[src/rtl/ceyloniac_ram_arb_pkg.sv]
// Shared types and constants for the ceyloniac RAM arbiter.
package ceyloniac_ram_arb_pkg;

  localparam int unsigned DEF_DATA_WIDTH = 32;
  localparam int unsigned DEF_ADDR_WIDTH = 16;
  localparam int unsigned DEF_CNT_WIDTH  = 16;

  // Arbiter state: free round-robin or exclusive external ownership
  typedef enum logic {
    ARB_S_ARB    = 1'b0,
    ARB_S_LOCKED = 1'b1
  } arb_state_e;

  // Requester identity, used for last-grant history and read ownership
  typedef enum logic {
    MASTER_PROC = 1'b0,
    MASTER_EXT  = 1'b1
  } master_e;

  // One-deep read return tracker
  typedef struct packed {
    logic    pending;
    master_e owner;
  } rd_track_t;

  // The master that did not win last time
  function automatic master_e other_master(input master_e m);
    return (m == MASTER_PROC) ? MASTER_EXT : MASTER_PROC;
  endfunction

endpackage

[src/rtl/ceyloniac_rr_arb2.sv]
// Two-way round-robin pick with a last-grant register and a force-E override.
module ceyloniac_rr_arb2
  import ceyloniac_ram_arb_pkg::*;
(
  input  logic clk,
  input  logic rst_n,
  input  logic req_p,
  input  logic req_e,
  input  logic force_e,
  output logic gnt_p_c,
  output logic gnt_e_c
);

  master_e last_gnt;
  master_e favoured;

  // Under contention the master not granted last time wins unless E is forced
  assign favoured = other_master(last_gnt);

  // Same-cycle grant decision
  always_comb begin
    gnt_p_c = 1'b0;
    gnt_e_c = 1'b0;
    if (req_p && req_e) begin
      if (force_e || (favoured == MASTER_EXT)) begin
        gnt_e_c = 1'b1;
      end else begin
        gnt_p_c = 1'b1;
      end
    end else if (req_p) begin
      gnt_p_c = 1'b1;
    end else if (req_e) begin
      gnt_e_c = 1'b1;
    end
  end

  // Remember who was granted; reset to E so P wins the first contention
  always_ff @(posedge clk or negedge rst_n) begin
    if (!rst_n) begin
      last_gnt <= MASTER_EXT;
    end else if (gnt_p_c) begin
      last_gnt <= MASTER_PROC;
    end else if (gnt_e_c) begin
      last_gnt <= MASTER_EXT;
    end
  end

endmodule

[src/rtl/ceyloniac_ram_arbiter.sv]
// Shares one synchronous RAM port between the processor and an external host.
module ceyloniac_ram_arbiter
  import ceyloniac_ram_arb_pkg::*;
#(
  parameter int unsigned RAM_DATA_WIDTH = DEF_DATA_WIDTH,
  parameter int unsigned RAM_ADDR_WIDTH = DEF_ADDR_WIDTH,
  parameter int unsigned CNT_WIDTH      = DEF_CNT_WIDTH
) (
  input  logic                      clk,
  input  logic                      rst_n,
  // processor requester
  input  logic                      proc_req,
  input  logic                      proc_we,
  input  logic [RAM_ADDR_WIDTH-1:0] proc_addr,
  input  logic [RAM_DATA_WIDTH-1:0] proc_wdata,
  output logic                      proc_gnt,
  output logic                      proc_rvalid,
  output logic [RAM_DATA_WIDTH-1:0] proc_rdata,
  // external loader / debug requester
  input  logic                      ext_req,
  input  logic                      ext_we,
  input  logic [RAM_ADDR_WIDTH-1:0] ext_addr,
  input  logic [RAM_DATA_WIDTH-1:0] ext_wdata,
  output logic                      ext_gnt,
  output logic                      ext_rvalid,
  output logic [RAM_DATA_WIDTH-1:0] ext_rdata,
  input  logic                      ext_lock,
  output logic                      ext_locked,
  // RAM port
  output logic                      ram_enable,
  output logic                      ram_write_enable,
  output logic                      ram_read_enable,
  output logic [RAM_ADDR_WIDTH-1:0] ram_addr,
  output logic [RAM_DATA_WIDTH-1:0] ram_write_data,
  input  logic [RAM_DATA_WIDTH-1:0] ram_read_data,
  // debug counters
  output logic [CNT_WIDTH-1:0]      proc_gnt_cnt,
  output logic [CNT_WIDTH-1:0]      ext_gnt_cnt
);

  arb_state_e state;
  rd_track_t  rd_q;

  logic req_p_c;
  logic req_e_c;
  logic gnt_p_c;
  logic gnt_e_c;
  logic sel_we_c;
  logic rd_issue_c;

  // Lock follows ext_lock edge by edge
  always_ff @(posedge clk or negedge rst_n) begin
    if (!rst_n) begin
      state <= ARB_S_ARB;
    end else begin
      case (state)
        ARB_S_ARB:    if (ext_lock)  state <= ARB_S_LOCKED;
        ARB_S_LOCKED: if (!ext_lock) state <= ARB_S_ARB;
        default:      state <= ARB_S_ARB;
      endcase
    end
  end

  assign ext_locked = (state == ARB_S_LOCKED);

  // Requests are masked during reset; P is shut out entirely while locked
  assign req_p_c = rst_n & proc_req & (state == ARB_S_ARB);
  assign req_e_c = rst_n & ext_req;

  ceyloniac_rr_arb2 u_rr (
    .clk     (clk),
    .rst_n   (rst_n),
    .req_p   (req_p_c),
    .req_e   (req_e_c),
    .force_e (ext_lock),
    .gnt_p_c (gnt_p_c),
    .gnt_e_c (gnt_e_c)
  );

  assign proc_gnt = gnt_p_c;
  assign ext_gnt  = gnt_e_c;

  // Steer the granted master onto the RAM port; idle port drives zeros
  always_comb begin
    sel_we_c       = 1'b0;
    ram_addr       = '0;
    ram_write_data = '0;
    if (gnt_p_c) begin
      sel_we_c       = proc_we;
      ram_addr       = proc_addr;
      ram_write_data = proc_wdata;
    end else if (gnt_e_c) begin
      sel_we_c       = ext_we;
      ram_addr       = ext_addr;
      ram_write_data = ext_wdata;
    end
  end

  assign ram_enable       = gnt_p_c | gnt_e_c;
  assign ram_write_enable = ram_enable & sel_we_c;
  assign ram_read_enable  = ram_enable & ~sel_we_c;
  assign rd_issue_c       = ram_read_enable;

  // Track the owner of the read whose data returns next cycle
  always_ff @(posedge clk or negedge rst_n) begin
    if (!rst_n) begin
      rd_q.pending <= 1'b0;
      rd_q.owner   <= MASTER_PROC;
    end else begin
      rd_q.pending <= rd_issue_c;
      if (rd_issue_c) begin
        rd_q.owner <= gnt_e_c ? MASTER_EXT : MASTER_PROC;
      end
    end
  end

  // Return data only to the owner; the other side sees zero
  assign proc_rvalid = rd_q.pending & (rd_q.owner == MASTER_PROC);
  assign ext_rvalid  = rd_q.pending & (rd_q.owner == MASTER_EXT);
  assign proc_rdata  = proc_rvalid ? ram_read_data : '0;
  assign ext_rdata   = ext_rvalid  ? ram_read_data : '0;

  // Saturating per-master grant counters
  always_ff @(posedge clk or negedge rst_n) begin
    if (!rst_n) begin
      proc_gnt_cnt <= '0;
      ext_gnt_cnt  <= '0;
    end else begin
      if (gnt_p_c && (proc_gnt_cnt != '1)) begin
        proc_gnt_cnt <= proc_gnt_cnt + CNT_WIDTH'(1);
      end
      if (gnt_e_c && (ext_gnt_cnt != '1)) begin
        ext_gnt_cnt <= ext_gnt_cnt + CNT_WIDTH'(1);
      end
    end
  end

endmodule

[config.mk]
export PLATFORM = sky130hd
export DESIGN_NAME = ceyloniac_ram_arbiter
export DESIGN_NICKNAME = d
export VERILOG_FILES = /design/src/rtl/ceyloniac_ram_arb_pkg.sv /design/src/rtl/ceyloniac_rr_arb2.sv /design/src/rtl/ceyloniac_ram_arbiter.sv
export SDC_FILE = /design/constraint.sdc
export NUM_CORES = 1
export LEC_CHECK = 0
export ABC_AREA = 0
export CORE_AREA = 5 5 108 110
export DETAILED_ROUTE_END_ITERATION = 7
export DIE_AREA = 0 0 113 115
export PLACE_DENSITY = 0.77
export RECOVER_POWER = 50
export SYNTH_ARGS = -nofsm -noshare
export SYNTH_HDL_FRONTEND = slang
export SYNTH_SLANG_ARGS = --single-unit
[constraint.sdc]
create_clock -name clk -period 2.4 [get_ports clk]
set_clock_uncertainty 0.1 [all_clocks]
set_input_delay 0.6 -clock clk [delete_from_list [all_inputs] [get_ports clk]]
set_output_delay 0.6 -clock clk [all_outputs]
set_load 0.05 [all_outputs]
# ---- After elaboration in Yosys (flattened, before gate mapping)
# Index checks and enable logic that the tools add are counted.
dict set report word_totals {
  output_inout_bits 152
  elab_cells 46
  register_bits 36
}
dict set report op_classes {
  reduce_logical 5
  muxes 20
  addsub 2
  n_eq_ne 2
  bitwise 11
}
# operator n
set ops {}
lappend ops {{two-way mux 32 bit} 4}
lappend ops {{adder 16 x 1 -> 16 bit (second input constant)} 2}
lappend ops {{two-way mux 16 bit} 2}
lappend ops {{inequality test 16 bit (second input constant)} 2}
lappend ops {{two-way mux 1 bit} 14}
lappend ops {{bitwise AND 1 bit} 7}
lappend ops {{logical AND 1 bit} 3}
lappend ops {{inverter 1 bit} 3}
lappend ops {{nonzero test 2 bit} 1}
lappend ops {{logical OR 1 bit} 1}
lappend ops {{OR 1 bit} 1}

# ---- Logic depth before layout (Yosys ltp)
dict set report depth {
  depth_word 8
  ltp_mapped 6
}

# ---- By module
# Synthesis repeated with hierarchy kept, for this count alone.
dict set report hier_totals {
  cells_unflattened 298
  area_unflattened_um2 2677.6
}
# module area_per_inst_um2 seq_area_each_um2 n_inst cells_each
set modules_own_cells {}
lappend modules_own_cells {ceyloniac_ram_arbiter 2612.5 875.8 1 292}
lappend modules_own_cells {ceyloniac_rr_arb2 65.1 26.3 1 6}

# ---- Least setup slack after synthesis
# Ideal clock, no wire load.
dict set report synth_timing {
  path_kind {flip-flop to output port}
  from {register state (netlist: ext_locked)}
  to {output ram_read_enable}
  path_stages_with_launch 6
  arrival_time_ns 2.741
  slack_ns -1.041
  n_path_buf 0
  t_required_ns 1.700
  cell_sequence {dfrtp_1 or4bb_1 nand2_1 inv_1 a22o_1 nor2_1}
}
dict set report synth_between {
  elab_chain_cells 8
}
# element line
set synth_lines {}
lappend synth_lines {{start, declared} ceyloniac_ram_arbiter.sv:41} ;# arb_state_e state;
lappend synth_lines {{start signal, assigned} ceyloniac_ram_arbiter.sv:54} ;# state <= ARB_S_ARB;
lappend synth_lines {{start signal, assigned} ceyloniac_ram_arbiter.sv:57} ;# ARB_S_ARB: if (ext_lock) state <= ARB_S_LOCKED;
lappend synth_lines {{start signal, assigned} ceyloniac_ram_arbiter.sv:58} ;# ARB_S_LOCKED: if (!ext_lock) state <= ARB_S_ARB;
lappend synth_lines {{inverter 1 bit *} ceyloniac_ram_arbiter.sv:67} ;# assign req_p_c = rst_n & proc_req & (state == ARB_S_ARB);
lappend synth_lines {{bitwise AND 1 bit *} ceyloniac_ram_arbiter.sv:67}
lappend synth_lines {{two-way mux 1 bit or logical AND 1 bit (tied branches)} {ceyloniac_rr_arb2.sv:30, ceyloniac_rr_arb2.sv:24}}
lappend synth_lines {{two-way mux 1 bit *} ceyloniac_rr_arb2.sv:24} ;# if (req_p && req_e) begin
lappend synth_lines {{named net ext_gnt} ceyloniac_ram_arbiter.sv:24} ;# output logic ext_gnt,
lappend synth_lines {{two-way mux 1 bit} ceyloniac_ram_arbiter.sv:92} ;# end else if (gnt_e_c) begin
lappend synth_lines {{two-way mux 1 bit} ceyloniac_ram_arbiter.sv:88} ;# if (gnt_p_c) begin
lappend synth_lines {{inverter 1 bit} ceyloniac_ram_arbiter.sv:101} ;# assign ram_read_enable = ram_enable & ~sel_we_c;
lappend synth_lines {{bitwise AND 1 bit *} ceyloniac_ram_arbiter.sv:101}
lappend synth_lines {{end, declared} ceyloniac_ram_arbiter.sv:32} ;# output logic ram_read_enable,
# The timed path passes the listed nets; every way through them passes the cells marked *.

# ---- Worst setup path after layout
dict set report layout_timing {
  from {register u_rr.last_gnt}
  to {output ram_read_enable}
}
dict set report layout_between {
  elab_chain_cells 8
}
# element line
set layout_lines {}
lappend layout_lines {{start, declared} ceyloniac_rr_arb2.sv:14} ;# master_e last_gnt;
lappend layout_lines {{start signal, assigned} ceyloniac_rr_arb2.sv:40} ;# last_gnt <= MASTER_EXT;
lappend layout_lines {{start signal, assigned} ceyloniac_rr_arb2.sv:42} ;# last_gnt <= MASTER_PROC;
lappend layout_lines {{start signal, assigned} ceyloniac_rr_arb2.sv:44} ;# last_gnt <= MASTER_EXT;
lappend layout_lines {{two-way mux 1 bit *} ceyloniac_ram_arb_pkg.sv:28} ;# return (m == MASTER_PROC) ? MASTER_EXT : MASTER_PROC;
lappend layout_lines {{logical OR 1 bit *} ceyloniac_rr_arb2.sv:25} ;# if (force_e || (favoured == MASTER_EXT)) begin
lappend layout_lines {{two-way mux 1 bit} ceyloniac_rr_arb2.sv:25}
lappend layout_lines {{two-way mux 1 bit} ceyloniac_rr_arb2.sv:24}
lappend layout_lines {{two-way mux 1 bit} ceyloniac_ram_arbiter.sv:92}
lappend layout_lines {{two-way mux 1 bit} ceyloniac_ram_arbiter.sv:88}
lappend layout_lines {{inverter 1 bit} ceyloniac_ram_arbiter.sv:101}
lappend layout_lines {{bitwise AND 1 bit *} ceyloniac_ram_arbiter.sv:101}
# Every way passes the cells marked *; elsewhere a longest branch is shown, timed or not.

==> flow_summary_export.csv <==
group,metric,value,unit
floorplanning,dieArea,0.01300,mm^2
power_and_ir_drop,power_frac_comb,0.611,
placed_design,place_ws,-660.2,ps
sta,hold_violations,0,
sta,setup_violations,52,
clock_network,clkLatencyLatePin,280,ps
worst_setup_path,critPathMaxFanout,2,
clock_network,cts_htree_levels,2,
synthesis,seq_area_frac_synth,0.3097,
clock_network,clock_sinks,36,
worst_setup_path,end_kind,"primary output",
worst_setup_path,crit_type,"reg2out",
sta,fmax,0.3682,GHz
power_and_ir_drop,peakVddDrop,0.0007578,V
layout,mostFrequentLayoutCells,"159 x clkdlybuf4s50_1, 137 x buf_12, 63 x nand2_1",
sta,final.setup.worst_slack,-316.0,ps
worst_setup_path,crit_arrival,2020,ps
power_and_ir_drop,p_leak,0.003845,uW
grt,grt_start_max_net_pins,50,
sta,tightest_slew,895.3,ps
power_and_ir_drop,p_int,1857,uW
drt,wire_per_inst,24.56,um
clock_network,cts_max_path_buffers,2,
grt,grtUsageTotal,0.2880,
layout,fin_util,0.8469,
sta,grt_setup_unrepaired,"true",
layout,diodes,0,
placed_design,port_buffers,286,
synthesis,async_reset_ff_frac,1.000,
power_and_ir_drop,power_density,371.1,mW/mm^2
worst_hold_path,hold_class,"in2async",
power_and_ir_drop,swShare,0.4427,
placed_design,gp_congestion,0.9588,
worst_setup_path,reg2reg_slack,120,ps
worst_setup_path,cp-start-kind,"register",
layout,drive_above_1_share,0.4251,
power_and_ir_drop,seqPwrFrac,0.248,
drt,via_count,4686,
drt,avgViaCountPerCell,5.277,
power_and_ir_drop,power_switching,1475,uW
synthesis,synthFlopType,"dfrtp_1",
power_and_ir_drop,clkPwrFrac,0.141,
clock_network,clk_pin_slew,80,ps
layout,finalNetCount,884,
synthesis,synth_edf_count,0,
floorplanning,row_count,38,
layout,synthToLayoutAreaGrowth,208.3,%
sta,fin_crit,2716,ps
synthesis,synth_cells,403,
floorplanning,ios,287,
synthesis,yosys_warnings,0,
drt,wl,21.81,mm
grt,antenna_found_initial,0,
synthesis,mappedNetlistArea,0.002913,mm^2
synthesis,synth_fp_nets,540,
sta,slew_headroom,0.4032,
synthesis,synth_area_per_cell,7.228,um^2
clock_network,ctsRootBufferMaster,"clkbuf_8",
drt,drt_iter0_markers,297,
grt,grt-ovfl-total,0,
floorplanning,coreArea,0.01060,mm^2
clock_network,cts_tree,"built",
layout,n_fill_cell,495,
outcome,violations,"negative setup slack",
floorplanning,dieWidth,113,um
drt,ant_nets,0,
placed_design,dp_hpwl,14.52,mm
grt,grt_pass1_wl,29.09,mm
grt,grt_pass1_vias,4826,
outcome,status,"finished, violations left",
sta,finalMaxSlewViolations,0,
synthesis,ys_types,41,
clock_network,cts_made_buffers,5,
sta,min_period_over_period,1.132,
synthesis,ys_ff_latch,36,
floorplanning,start_util,0.2747,
drt,drc,0,
drt,first_pass_iters,4,
floorplanning,die_h,115,um
flow_run,cap_violations,0,
layout,mostFrequentLayoutCell,"clkdlybuf4s50_1",
worst_setup_path,required,1700,ps
worst max-delay path, cell delays in order, from the launching register on:
cell	delay, ps
dfstp_2	550
or4bb_4	480
nand2_4	90
clkinvlp_4	80
a22o_4	240
nor2_4	130
buf_8	160
per-layer routing:
layer	vias up	part of all wire	GRT usage
met5	-	0	0
met4	0	0.044	0.1194
met3	63	0.072	0.08579
met2	211	0.54	0.5411
met1	2336	0.35	0.2982
li1	2076	-	-
repair_timing:
action | 4_1_cts | 5_1_grt
hold buffers | 0 | 0
gates cloned | 2 | 2
hold endpoints to repair | 0 | 0
gates resized for setup | 51 | 79
pin swaps | 31 | 31
setup buffers | 23 | 12
endpoints found under the setup margin | 53 | 53
cell type report:
type | instances | area, um^2 | share of cell area
Clock buffer | 8 | 100.1 | 0.01115
Sequential cell | 36 | 903.4 | 0.1006
Tap cell | 140 | 175.2 | 0.01951
Inverter | 5 | 22.52 | 0.002508
Multi-Input combinational cell | 335 | 2726 | 0.3036
Timing Repair Buffer | 364 | 5052 | 0.5626
cells in the mapped netlist (all sizes together) (2+ instances only):
| library cell | count | area [um^2] |
|---|---|---|
| and2 | 38 | 237.7 |
| nor2b | 2 | 12.51 |
| nor4 | 2 | 12.51 |
| clkbuf | 16 | 60.06 |
| xnor2 | 13 | 113.9 |
| o21a | 2 | 15.01 |
| mux2 | 5 | 56.30 |
| xor2 | 7 | 61.31 |
| nand4 | 9 | 62.56 |
| and3 | 35 | 219.0 |
| nand2b | 2 | 12.51 |
| a211oi | 3 | 22.52 |
| o21ai | 52 | 260.3 |
| nand2 | 109 | 409.1 |
| nor2 | 6 | 22.52 |
| a21oi | 9 | 45.04 |
| nor3 | 4 | 20.02 |
| dfrtp | 35 | 875.8 |
| buf | 11 | 55.05 |
| a31oi | 5 | 31.28 |
| nor3b | 2 | 15.01 |
| inv | 5 | 18.77 |
| ha | 2 | 25.02 |
| nand3 | 12 | 60.06 |
| and4 | 4 | 36.29 |
power by group through the flow:
stage               logic [uW]  clock network [uW]  registers [uW]
floorplan                  648                   0            1110
global placement          1850                   0             822
detailed placement        1890                   0             833
CTS                       1970                 487             822
global route              2100                 510             847
finish                    2040                 470             826
worst paths after layout:
kind	start	endpoint	cells after the start
max	u_rr.last_gnt	ram_read_enable	6
min	rst_n	ext_locked	2
max reg2reg	ext_locked	proc_gnt_cnt[1]	11
min reg2reg	proc_gnt_cnt[10]	proc_gnt_cnt[10]	1
max in group asynchronous	rst_n	proc_gnt_cnt[2]	2
min in group clk	proc_gnt_cnt[10]	proc_gnt_cnt[10]	1
registers in the layout (all words and copies together) (netlist names):
register,count
u_rr.last_gnt,1
ext_gnt_cnt,16
ext_locked,1
proc_gnt_cnt,16
rd_q,2
cell families (layout without fill, tap and decap cells):
group | count (synthesis) | after routing | share of synthesized area
AO/OA/AOI/OAI | 77 | 77 | 0.1542
XOR/XNOR | 20 | 20 | 0.06014
adder cells (fa/ha/maj) | 2 | 2 | 0.008590
buffers and inverters | 32 | 377 | 0.04596
flip-flops | 36 | 36 | 0.3097
multiplexers | 5 | 5 | 0.01933
AND/OR/NAND/NOR | 231 | 231 | 0.4021
through the flow:
stage	hold WS [ps]	setup TNS [ps]	power [uW]	cells	instance area, um^2
4_1_cts	193.2	-15320	3278	875	8527
5_1_grt	241.4	-15850	3455	888	8980
2_1_floorplan	204.4	-823.9	1754	403	3496
3_5_place_dp	394.2	-34070	2726	843	7986
3_3_place_gp	386.9	-31400	2668	843	7986
6_report	220.3	-12340	3332	888	8980
No activity file was read; power rests on OpenSTA's default activity.
